[config.mk]
export PLATFORM = sky130hd
export DESIGN_NAME = vga_timing_gen
export DESIGN_NICKNAME = d
export VERILOG_FILES = /design/src/rtl/vga_timing_pkg.sv /design/src/rtl/vga_axis_counter.sv /design/src/rtl/vga_timing_gen.sv
export SDC_FILE = /design/constraint.sdc
export NUM_CORES = 1
export LEC_CHECK = 0
export ABC_AREA = 0
export CORE_ASPECT_RATIO = 1.5
export CORE_MARGIN = 2
export CORE_UTILIZATION = 45
export CTS_CLUSTER_DIAMETER = 50
export DETAILED_ROUTE_END_ITERATION = 6
export PLACE_DENSITY = 0.71
export SLEW_MARGIN = 10
export SYNTH_ARGS = -nofsm -noshare
export SYNTH_HDL_FRONTEND = slang
export SYNTH_SLANG_ARGS = --single-unit
[constraint.sdc]
create_clock -name clk_25mhz -period 5.66 [get_ports clk_25mhz]
set_clock_uncertainty 0.05 [all_clocks]
set_input_delay 0.849 -clock clk_25mhz [delete_from_list [all_inputs] [get_ports clk_25mhz]]
set_output_delay 0.849 -clock clk_25mhz [all_outputs]
set_load 0.1 [all_outputs]
[src/rtl/vga_timing_pkg.sv]
// Shared VGA timing constants, count type and flag bundle used by the timing
// generator and by downstream pixel generators.
package vga_timing_pkg;

  localparam int unsigned COUNT_W   = 11;
  localparam int unsigned COUNT_MAX = (1 << COUNT_W) - 1;

  typedef logic [COUNT_W-1:0] count_t;

  localparam int unsigned H_VISIBLE_DEF = 640;
  localparam int unsigned H_FP_DEF      = 16;
  localparam int unsigned H_SYNC_DEF    = 96;
  localparam int unsigned H_BP_DEF      = 48;
  localparam int unsigned H_TOTAL_DEF   = H_VISIBLE_DEF + H_FP_DEF + H_SYNC_DEF + H_BP_DEF;

  localparam int unsigned V_VISIBLE_DEF = 480;
  localparam int unsigned V_FP_DEF      = 10;
  localparam int unsigned V_SYNC_DEF    = 2;
  localparam int unsigned V_BP_DEF      = 33;
  localparam int unsigned V_TOTAL_DEF   = V_VISIBLE_DEF + V_FP_DEF + V_SYNC_DEF + V_BP_DEF;

  typedef struct packed {
    logic blank;
    logic h_sync;
    logic v_sync;
    logic frame_start;
    logic line_start;
  } vga_flags_t;

  // Flags describing pixel (0,0): visible, both syncs idle, both start pulses high.
  localparam vga_flags_t FLAGS_RESET = '{
    blank:       1'b0,
    h_sync:      1'b1,
    v_sync:      1'b1,
    frame_start: 1'b1,
    line_start:  1'b1
  };

  function automatic logic in_window(count_t value, count_t lo, count_t hi);
    return (value >= lo) && (value < hi);
  endfunction

endpackage

[src/rtl/vga_axis_counter.sv]
// Wrap counter for one raster axis: counts 0..TOTAL-1 while enabled and
// exposes its next-state value so decode can stay aligned with the count.
module vga_axis_counter
  import vga_timing_pkg::*;
#(
  parameter int unsigned TOTAL = H_TOTAL_DEF
) (
  input  logic   clk_i,
  input  logic   rst_i,
  input  logic   en_i,
  output count_t count_o,
  output count_t count_d_o,
  output logic   tc_o
);

  localparam count_t LAST = count_t'(TOTAL - 1);

  count_t count_q;
  count_t count_d;
  logic   tc;

  assign tc = (count_q == LAST);

  always_comb begin
    count_d = count_q;
    if (rst_i) begin
      count_d = '0;
    end else if (en_i) begin
      count_d = tc ? '0 : count_q + count_t'(1);
    end
  end

  always_ff @(posedge clk_i) begin
    if (rst_i) begin
      count_q <= '0;
    end else begin
      count_q <= count_d;
    end
  end

  assign count_o   = count_q;
  assign count_d_o = count_d;
  assign tc_o      = tc;

endmodule

[src/rtl/vga_timing_gen.sv]
// VGA raster timing generator: pixel/line counters plus registered blank,
// sync and start strobes that always describe the counters shown alongside.
module vga_timing_gen
  import vga_timing_pkg::*;
#(
  parameter int unsigned H_VISIBLE = H_VISIBLE_DEF,
  parameter int unsigned H_FP      = H_FP_DEF,
  parameter int unsigned H_SYNC    = H_SYNC_DEF,
  parameter int unsigned H_BP      = H_BP_DEF,
  parameter int unsigned V_VISIBLE = V_VISIBLE_DEF,
  parameter int unsigned V_FP      = V_FP_DEF,
  parameter int unsigned V_SYNC    = V_SYNC_DEF,
  parameter int unsigned V_BP      = V_BP_DEF
) (
  input  logic   clk_25mhz,
  input  logic   reset,
  output count_t hCount,
  output count_t vCount,
  output logic   blank,
  output logic   hSync,
  output logic   vSync,
  output logic   frame_start,
  output logic   line_start
);

  localparam int unsigned H_TOTAL = H_VISIBLE + H_FP + H_SYNC + H_BP;
  localparam int unsigned V_TOTAL = V_VISIBLE + V_FP + V_SYNC + V_BP;

  if (H_TOTAL > COUNT_MAX) begin : g_h_total_too_large
    $error("vga_timing_gen: H_TOTAL %0d does not fit in %0d bits", H_TOTAL, COUNT_W);
  end
  if (V_TOTAL > COUNT_MAX) begin : g_v_total_too_large
    $error("vga_timing_gen: V_TOTAL %0d does not fit in %0d bits", V_TOTAL, COUNT_W);
  end

  localparam count_t H_VIS  = count_t'(H_VISIBLE);
  localparam count_t HS_LO  = count_t'(H_VISIBLE + H_FP);
  localparam count_t HS_HI  = count_t'(H_VISIBLE + H_FP + H_SYNC);
  localparam count_t V_VIS  = count_t'(V_VISIBLE);
  localparam count_t VS_LO  = count_t'(V_VISIBLE + V_FP);
  localparam count_t VS_HI  = count_t'(V_VISIBLE + V_FP + V_SYNC);

  count_t     h_d;
  count_t     v_d;
  logic       h_tc;
  logic       v_tc;
  vga_flags_t flags_d;
  vga_flags_t flags_q;

  vga_axis_counter #(
    .TOTAL (H_TOTAL)
  ) u_h_counter (
    .clk_i     (clk_25mhz),
    .rst_i     (reset),
    .en_i      (1'b1),
    .count_o   (hCount),
    .count_d_o (h_d),
    .tc_o      (h_tc)
  );

  // The line counter only advances on the clock where the pixel counter wraps.
  vga_axis_counter #(
    .TOTAL (V_TOTAL)
  ) u_v_counter (
    .clk_i     (clk_25mhz),
    .rst_i     (reset),
    .en_i      (h_tc),
    .count_o   (vCount),
    .count_d_o (v_d),
    .tc_o      (v_tc)
  );

  // Decode works on the next-state counts so the registered flags land in the
  // same cycle as the counts they describe.
  always_comb begin
    flags_d             = FLAGS_RESET;
    flags_d.blank       = (h_d >= H_VIS) || (v_d >= V_VIS);
    flags_d.h_sync      = !in_window(h_d, HS_LO, HS_HI);
    flags_d.v_sync      = !in_window(v_d, VS_LO, VS_HI);
    flags_d.line_start  = reset || h_tc;
    flags_d.frame_start = reset || (h_tc && v_tc);
  end

  always_ff @(posedge clk_25mhz) begin
    if (reset) begin
      flags_q <= FLAGS_RESET;
    end else begin
      flags_q <= flags_d;
    end
  end

  assign blank       = flags_q.blank;
  assign hSync       = flags_q.h_sync;
  assign vSync       = flags_q.v_sync;
  assign frame_start = flags_q.frame_start;
  assign line_start  = flags_q.line_start;

endmodule

==> metrics.txt <==
largest net degree at the start of global routing=15; register bit total from synthesis=27; initial antenna violation count=0; reg-to-reg startpoint=u_h_counter.count_o[5]; Initial Util=0.466; Placed Instance Area=1700 um2; n_diodes=0; Num CTS Buffers=3; max incr delay on CP=roughly 1.2 ns; critical path's top delay family=buffers and inverters; fin. max-slew vios=0; MaxCap Viol Count=0; Synth area leaders=dfxtp_1, xnor2_1, nor2_1; fin crit period=2.90 ns; Post-CTS Hold Fix Bufs=0; count leader, synth=dfxtp_1; die area=3690 um2; # setup viols final=0; EDFF count, synth=0; Register Area=~540 um2; Critical R2R Capture=vSync; Mapped Nets=163; Placed Cells incl. Taps=approximately 220; unique cell type count in the Yosys netlist=43; Post-Syn Area per Cell=a little over 9 um2; drt pass-1 iters=4; setup bufs post-CTS=0; status=complete, no violations; drc violations=0; top_reg_cell synth=dfxtp_1; CP startpoint kind=flop; worst path bufs/invs=1; gr ovfl total=0; part of the Yosys area used for sequential elements=0.374; number of global-route vias before repair=approximately 1200; Hold EP=u_h_counter.count_o[0]; CTS tree=yes; Synth Cell Area=about 1400 um2; later-pin clock latency in the skew report=~0.27 ns; Longest Clk Path Bufs=2; Setup TNS=0 ns; RSZ-0062 raised after global routing=no; final cell count without fillers=about 220; Filler Cell Count=between 200 and 300; global-route wire length before repair=5.36 mm; async set or reset register ratio after synthesis=0; cell area power density=204 nW/um2; R2R cell count=5; DR WL/cell=14.3 um; Synth area leader=dfxtp_1; Slew @ Worst Pin=~0.97 ns; die height=between 70 and 80 um; R2R setup slack=3.18 ns; path type of the worst setup path=flop to output port; Core Box Area=about 3100 um2; GRT Total Usage=0.187; CP endpoint kind=output port; Syn. warnings=0; Final HPWL DP=between 2 and 2.5 mm; Die Width=approximately 50 um; Clock Tree Root=clkbuf_8; DRT antenna net count=0; fmax=around 340 MHz; total wirelength of the detailed-routed design=3.17 mm; design area=1740 um2; layout cells sized above 1=0.0604; area fraction of the dominant cell type after synthesis=0.374; Syn Inst Count=approximately 160; crit path max fanout=11; most frequent cells after synthesis=dfxtp_1, nor2_1, nand3_1; CTS clock-pin slew for the worst setup and hold paths=~0.090 ns; Site Rows=25; Top Ports=29; slew margin rel.=0.352; routed vias=roughly 1300; fin crit share=0.513; Required @ worst endpoint=approximately 4.8 ns; post-CTS sizing=0; number of DRC markers in iteration 0=33; Hold Path Stages=1; Worst VDD drop=0.143 mV; Leak Pwr=between 0.5 and 0.6 nW; clock sink count=27; ordered list of cells on the worst path=clkdlybuf4s50_1; worst hold path class=flop to flop; Critical-path top delay cell=clkdlybuf4s50_1; Area Overhead vs Synth=20.8%; Tot Pwr=357 uW; worst hold start=u_h_counter.count_o[0]; Vias/cell=5.73; multi-input logic area=between 800 and 900 um2; final hold vios=0; Buffers on Ports=28; Nets=around 190; Critical Path AT=approximately 2 ns; GP Congestion=just under 0.9; CTS HTree Levels=1
worst max-delay path by stage:
stage	startpoint	end	slack, ns	depth (start not counted)
after CTS	u_h_counter.count_o[5]	hCount[5]	2.76	1
after global placement	u_v_counter.count_o[2]	vCount[2]	3.08	1
after detailed placement	reset	hSync	3.01	6
final	u_h_counter.count_o[5]	hCount[5]	2.76	1
after floorplan	u_h_counter.count_o[0]	vSync	2.84	6
after global routing	u_v_counter.count_o[2]	vCount[2]	2.69	1
cell families after synthesis:
kind of cell,count (synthesis),share of synthesized area
muxes,1,0.00780
buffers and inverters,14,0.0676
xor gates and xnor gates,15,0.0910
and+or+nand+nor,68,0.283
AOI/OAI and AO/OA,30,0.150
DFF,27,0.374
adders and majority gates,3,0.0260
metrics by stage:
stage               hold WS (ns)  setup WS (ns)  utilization
detailed placement         0.420           3.01        0.549
finish                     0.443           2.76        0.563
CTS                        0.441           2.76        0.563
global placement           0.424           3.08        0.549
global route               0.478           2.69        0.563
floorplan                  0.828           2.84            -
sequential cells by signal (all words and copies together), names as in the netlist:
name,flops
u_h_counter.count_o,11
blank,1
hSync,1
vSync,1
line_start,1
u_v_counter.count_o,11
frame_start,1
power by group:
part           leakage, nW  internal [mW]  total [mW]  switching [mW]
sequential           0.219          0.194       0.199         0.00545
clock               0.0228         0.0505       0.109          0.0588
combinational        0.317         0.0114      0.0481          0.0367
total                0.559          0.256       0.357           0.101
cells in the final DEF, fill, tap and decap left out, drive strengths merged, types with 2 or more instances in the layout:
cell           netlist  final
a21oi                7      7
a221oi               2      2
a31oi                3      3
and3                 4      4
and4                 2      2
clkbuf               0      4
clkdlybuf4s50        1     28
dfxtp               27     27
ha                   3      3
inv                  6      6
nand2                7      7
nand3               12     12
nand4                5      5
nor2                17     17
nor3                 2      2
nor3b                2      2
nor4                 6      6
o211ai               3      3
o21ai                4      4
o31ai                5      5
or3                  3      3
or4                  4      4
xnor2                8      8
xor2                 7      7
layout make-up:
type                            count  share of cell area
Clock buffer                        4              0.0258
Multi-Input combinational cell    117               0.462
Timing Repair Buffer               28               0.161
Tap cell                           40              0.0287
Sequential cell                    27               0.310
Inverter                            6              0.0129
routing by layer:
metal | GRT usage | routed length, um
met1 | 0.227 | 1340
met2 | 0.333 | 1640
met3 | 0.0203 | 123
met4 | 0.0741 | 70
met5 | 0 | 0
Power figures use the tool's default switching activity.
